[src/rtl/pipe_hazard_ctrl_pkg.sv]
// Shared definitions for the pipeline hazard controller: FSM encodings and
// register-address constants.
package pipe_ctrl_pkg;

    localparam int REG_ADDR_W = 5;
    localparam logic [REG_ADDR_W-1:0] REG_X0 = '0;

    typedef enum logic [1:0] {
        ST_RUN      = 2'b00,
        ST_MEM_WAIT = 2'b01,
        ST_ERR      = 2'b10
    } state_t;

endpackage

[src/rtl/pipe_hazard_ctrl_load_use.sv]
// Combinational load-use detector: flags when the ID instruction reads a
// register that the load currently in EX has not yet written back.
module load_use_detect
    import pipe_ctrl_pkg::*;
(
    input  logic [REG_ADDR_W-1:0] id_rs1,
    input  logic [REG_ADDR_W-1:0] id_rs2,
    input  logic                  id_uses_rs1,
    input  logic                  id_uses_rs2,
    input  logic                  ex_mem_read,
    input  logic [REG_ADDR_W-1:0] ex_rd,
    output logic                  hit
);

    logic rs1_match;
    logic rs2_match;

    assign rs1_match = id_uses_rs1 && (id_rs1 == ex_rd);
    assign rs2_match = id_uses_rs2 && (id_rs2 == ex_rd);

    // A load into x0 produces nothing to wait for.
    assign hit = ex_mem_read && (ex_rd != REG_X0) && (rs1_match || rs2_match);

endmodule

[src/rtl/pipe_hazard_ctrl.sv]
// Pipeline hazard controller: per-stage Select/flush generation, memory-wait
// FSM with timeout watchdog. Optional perf counters under PIPE_CTRL_PERF_EN.
module pipe_hazard_ctrl
    import pipe_ctrl_pkg::*;
#(
    parameter int MEM_TIMEOUT = 15,
    parameter int CNT_W       = 4
) (
    input  logic                  clk,
    input  logic                  rst,
    input  logic [REG_ADDR_W-1:0] id_rs1,
    input  logic [REG_ADDR_W-1:0] id_rs2,
    input  logic                  id_uses_rs1,
    input  logic                  id_uses_rs2,
    input  logic                  ex_mem_read,
    input  logic [REG_ADDR_W-1:0] ex_rd,
    input  logic                  ex_branch_taken,
    input  logic                  mem_req,
    input  logic                  mem_ack,
    output logic                  pc_en,
    output logic                  ifid_sel,
    output logic                  idex_sel,
    output logic                  exmem_sel,
    output logic                  memwb_sel,
    output logic                  ifid_flush,
    output logic                  idex_flush,
    output logic                  mem_err,
    output logic [1:0]            state_o
`ifdef PIPE_CTRL_PERF_EN
    ,
    output logic [31:0]           stall_cycles,
    output logic [31:0]           flush_events
`endif
);

    localparam logic [CNT_W-1:0] TIMEOUT_C = CNT_W'(MEM_TIMEOUT);

    state_t           state, state_n;
    logic [CNT_W-1:0] wait_cnt, wait_cnt_n;
    logic             mem_err_q, mem_err_n;
    logic             load_use;
    logic             run_en;

    load_use_detect u_load_use (
        .id_rs1      (id_rs1),
        .id_rs2      (id_rs2),
        .id_uses_rs1 (id_uses_rs1),
        .id_uses_rs2 (id_uses_rs2),
        .ex_mem_read (ex_mem_read),
        .ex_rd       (ex_rd),
        .hit         (load_use)
    );

    always_ff @(posedge clk) begin
        if (!rst) begin
            state     <= ST_RUN;
            wait_cnt  <= '0;
            mem_err_q <= 1'b0;
        end else begin
            state     <= state_n;
            wait_cnt  <= wait_cnt_n;
            mem_err_q <= mem_err_n;
        end
    end

    always_comb begin
        state_n    = state;
        wait_cnt_n = wait_cnt;
        mem_err_n  = mem_err_q;
        run_en     = 1'b0;
        pc_en      = 1'b0;
        ifid_sel   = 1'b0;
        idex_sel   = 1'b0;
        exmem_sel  = 1'b0;
        memwb_sel  = 1'b0;
        ifid_flush = 1'b0;
        idex_flush = 1'b0;

        case (state)
            ST_RUN: begin
                if (mem_req && !mem_ack) begin
                    state_n    = ST_MEM_WAIT;
                    wait_cnt_n = CNT_W'(1);
                end else begin
                    run_en = 1'b1;
                end
            end
            ST_MEM_WAIT: begin
                if (mem_ack) begin
                    state_n    = ST_RUN;
                    wait_cnt_n = '0;
                    run_en     = 1'b1;
                end else if (wait_cnt == TIMEOUT_C) begin
                    state_n   = ST_ERR;
                    mem_err_n = 1'b1;
                end else begin
                    wait_cnt_n = wait_cnt + CNT_W'(1);
                end
            end
            ST_ERR: begin
                state_n = ST_ERR;
            end
            default: begin
                state_n = ST_RUN;
            end
        endcase

        // Released cycles: branch squashes ID, so it outranks the load-use bubble.
        if (run_en) begin
            if (ex_branch_taken) begin
                pc_en      = 1'b1;
                ifid_sel   = 1'b1;
                idex_sel   = 1'b1;
                exmem_sel  = 1'b1;
                memwb_sel  = 1'b1;
                ifid_flush = 1'b1;
                idex_flush = 1'b1;
            end else if (load_use) begin
                idex_sel   = 1'b1;
                idex_flush = 1'b1;
                exmem_sel  = 1'b1;
                memwb_sel  = 1'b1;
            end else begin
                pc_en      = 1'b1;
                ifid_sel   = 1'b1;
                idex_sel   = 1'b1;
                exmem_sel  = 1'b1;
                memwb_sel  = 1'b1;
            end
        end

        if (!rst) begin
            pc_en      = 1'b0;
            ifid_sel   = 1'b0;
            idex_sel   = 1'b0;
            exmem_sel  = 1'b0;
            memwb_sel  = 1'b0;
            ifid_flush = 1'b0;
            idex_flush = 1'b0;
        end
    end

    assign mem_err = mem_err_q && rst;
    assign state_o = rst ? state : ST_RUN;

`ifdef PIPE_CTRL_PERF_EN
    always_ff @(posedge clk) begin
        if (!rst) begin
            stall_cycles <= '0;
            flush_events <= '0;
        end else begin
            if (!pc_en) begin
                stall_cycles <= stall_cycles + 32'd1;
            end
            if (ifid_flush) begin
                flush_events <= flush_events + 32'd1;
            end
        end
    end
`endif

endmodule

[config.mk]
export PLATFORM = sky130hd
export DESIGN_NAME = pipe_hazard_ctrl
export DESIGN_NICKNAME = d
export VERILOG_FILES = /design/src/rtl/pipe_hazard_ctrl_pkg.sv /design/src/rtl/pipe_hazard_ctrl_load_use.sv /design/src/rtl/pipe_hazard_ctrl.sv
export SDC_FILE = /design/constraint.sdc
export NUM_CORES = 1
export LEC_CHECK = 0
export BUFFER_PORTS_ARGS = -buffer_cell sky130_fd_sc_hd__buf_4
export CAP_MARGIN = 0
export CORE_MARGIN = 2
export CORE_UTILIZATION = 41
export CTS_CLUSTER_SIZE = 14
export DETAILED_ROUTE_END_ITERATION = 16
export MAX_ROUTING_LAYER = met4
export PLACE_DENSITY = 0.81
export SLEW_MARGIN = 20
export SYNTH_ARGS = -nofsm -noshare
export SYNTH_HDL_FRONTEND = slang
export SYNTH_SLANG_ARGS = --single-unit
[constraint.sdc]
create_clock -name clk -period 1.9 [get_ports clk]
set_input_delay 0.38 -clock clk [delete_from_list [all_inputs] [get_ports clk]]
set_output_delay 0.38 -clock clk [all_outputs]
set_load 0.02 [all_outputs]
==> results.json <==
{
  "cts_tree": "yes",
  "met3_length_um": 223,
  "met2_length_um": 766,
  "violated_checks": "setup timing",
  "io_buffers": 32,
  "status": "finished with violations",
  "finalWeightedCongestion": 0.789,
  "yosysWarnings": 0,
  "hold_start": "rst",
  "worst-path-max-fanout": 3,
  "drive_above_1_share_pct": 41.9,
  "crit_buf_inv": 2,
  "die_width_um": 40.9,
  "total_power_uw": 437,
  "critical_path_arrival_ns": 1.52,
  "grt_max_degree": 13,
  "wire_per_inst_um": 13.7,
  "critical_path.top_delay_family": "simple AND/OR/NAND/NOR gates",
  "timing.rr.start": "wait_cnt[0]",
  "final_cell_count_no_fill": 120,
  "postSynthCellCount": 71,
  "floorplan.initialDensity_pct": 43.4,
  "clk-insertion-delay-late_ns": 0.26,
  "hpwl_mm": 1.21,
  "timing.hold.worst_path_depth": 2,
  "synth_top_flop_cell": "dfxtp_1",
  "placed_cells_incl_taps": 116,
  "area_of_the_multi_input_gates_um2": 395,
  "route.antenna.remaining_nets": 0,
  "maxCapViolations": 0,
  "insertedDiodeCount": 0,
  "rr_endpoint": "wait_cnt[1]",
  "floorplan.die_area_um2": 1670,
  "sequential_cell_area_um2": 141,
  "number_of_synthesized_flops_with_an_enable_pin": 0,
  "yosys.area.top_type": "dfxtp_1",
  "antenna_violations_before_repair": 0,
  "synthArstFlopShare_pct": 0,
  "critPathRequiredTime_ns": 1.52,
  "hold_buffers_post_cts": 0,
  "tritoncts.num_buffers": 3,
  "power_per_cell_area_nw_per_um2": 500,
  "synth.area.top_cells": "dfxtp_1 (25%), xor2_1 (13%), o21ai_0 (5.4%)",
  "clock_sink_count": 7,
  "clock_tree.htree_level_count": 1,
  "grt_pass1_vias": 547,
  "maxUsedRoutingLayer": "met4",
  "static-leakage-power_nw": 0.405,
  "detailedRoute.firstPassIterationCount": 4,
  "cpMaxStageDelayCell": "or4_1",
  "synth_top_area_share_pct": 25.1,
  "wirelength_met1_um": 618,
  "max_freq_mhz": 526,
  "worstHoldEndpoint": "mem_err_q",
  "cts_max_path_buffers": 2,
  "max_slew.worst_pin.slew_ns": 0.341,
  "postSynthNetCount": 95,
  "viasPerCell": 5.40,
  "worst_slew_slack_as_a_fraction_of_its_limit_pct": 77.2,
  "setup.worst_path.end_class": "primary output",
  "totalNegativeSetupSlack_ns": -0.00134,
  "mostFrequentLayoutCell": "buf_4",
  "timing.final.max_slew_violations": 0,
  "critical_path_depth": 5,
  "seq_area_frac_synth_pct": 25.1,
  "rows": 13,
  "drc_errors": 0,
  "synth_area_per_cell_um2": 7.86,
  "num-fill-cells": 110,
  "groute.usage.overall_pct": 22.0,
  "worst_clock_skew_ns": 0.000687,
  "clock-root-buffer": "clkbuf_4",
  "rsz0062_at_grt": "yes",
  "final-hold-violation-count": 0,
  "wl_mm": 1.65,
  "final-setup-viol-count": 2,
  "finalNetCount": 130,
  "design.core.area_um2": 1280,
  "r2r.worst_path.cells": 5,
  "worstHoldPathType": "input pin to flip-flop",
  "via_count": 648,
  "r2r_slack_ns": 0.50,
  "synth-seq-cells": 7,
  "die_h_um": 40.9,
  "worst_slack_ns": -0.000730,
  "final_core_utilization_pct": 68.1,
  "grt.overflow.total": 0,
  "design.portCount": 33,
  "grt_first_pass_wirelength_mm": 2.27,
  "vdd_drop_max_mv": 0.345,
  "timing_worst_setup_path_type": "input pin to primary output",
  "layout.cells.most_common_list": "buf_4 (29), xor2_1 (8), nor2_1 (6), buf_6 (6), dfxtp_1 (6)",
  "layout_worst_path_cycle_share_pct": 100,
  "min_period_ns": 1.90,
  "critical-path-max-stage-delay_ns": 0.51,
  "clock_pin_transition_on_the_worst_setup_and_hold_timing_paths_ns": 0.06,
  "first_iter_violations": 11,
  "synth_unique_cells": 31,
  "timing.critical_path.cells": "buf_4 > or4_1 > o21ai_2 > o31a_1 > buf_6",
  "crit_path_start_kind": "input pin",
  "area_growth_pct": 56.7,
  "mappedNetlistArea_um2": 558
}
worst max-delay path by stage:
stage / startpoint / endpoint / slack [ns]
floorplan: ex_rd[1] / pc_en / 0.004
CTS: id_rs1[1] / pc_en / -0.01
global route: id_rs1[1] / idex_flush / -0.09
detailed placement: ex_rd[3] / pc_en / -0.15
global placement: ex_rd[3] / pc_en / -0.08
finish: ex_rd[3] / pc_en / -0.0007
routing by layer:
metal | up-vias | GRT usage, %
met5 | - | -
met4 | 0 | 15.0
met3 | 5 | 3.80
met2 | 42 | 39.5
met1 | 281 | 21.1
li1 | 320 | -
synthesized netlist by cell type, drive strengths merged, types with 2 or more instances:
master / count
a21oi: 3
and2: 4
and3: 2
buf: 4
dfxtp: 7
inv: 2
nand2: 4
nand3: 3
nor2: 6
nor4: 2
o21a: 3
o21ai: 6
xnor2: 2
xor2: 8
sequential cells by signal, indices dropped and copies added (netlist names):
signal     cells
mem_err_q      1
state          2
wait_cnt       4
what timing repair did:
| item | 4_1_cts | 5_1_grt |
|---|---|---|
| buffers inserted | 0 | 0 |
| resized for setup | 9 | 1 |
| pin swaps | 6 | 0 |
| endpoints found under the setup margin | 3 | 4 |
| gates cloned | 0 | 0 |
stage by stage:
step | area (um2) | hold slack, ns | setup slack, ns
after floorplan | 558 | 0.432 | 0.00391
after global placement | 808 | 0.444 | -0.0774
after detailed placement | 808 | 0.455 | -0.152
after CTS | 873 | 0.412 | -0.00976
after global routing | 875 | 0.432 | -0.0923
final | 875 | 0.419 | -0.000730
final cells by class:
type	instances	share of cell area (%)
Clock buffer	4	3.00
Tap cell	15	2.15
Timing Repair Buffer	35	32.6
Inverter	2	0.858
Sequential cell	7	16.2
Multi-Input combinational cell	57	45.2
kinds of logic after synthesis:
kind of cell               after synthesis  share of synthesized area [%]
AOI/OAI and AO/OA                       19                           22.9
buffers and inverters                    7                           6.95
muxes                                    1                           1.79
and+or+nand+nor                         26                           25.3
xor gates and xnor gates                10                           15.7
adders and majority gates                1                           2.24
DFF                                      7                           25.1
power breakdown:
part	internal, mW	switching, mW
sequential	0.150	0.00265
clock	0.0806	0.0620
combinational	0.0752	0.0670
(Power assumes the default switching activity.)
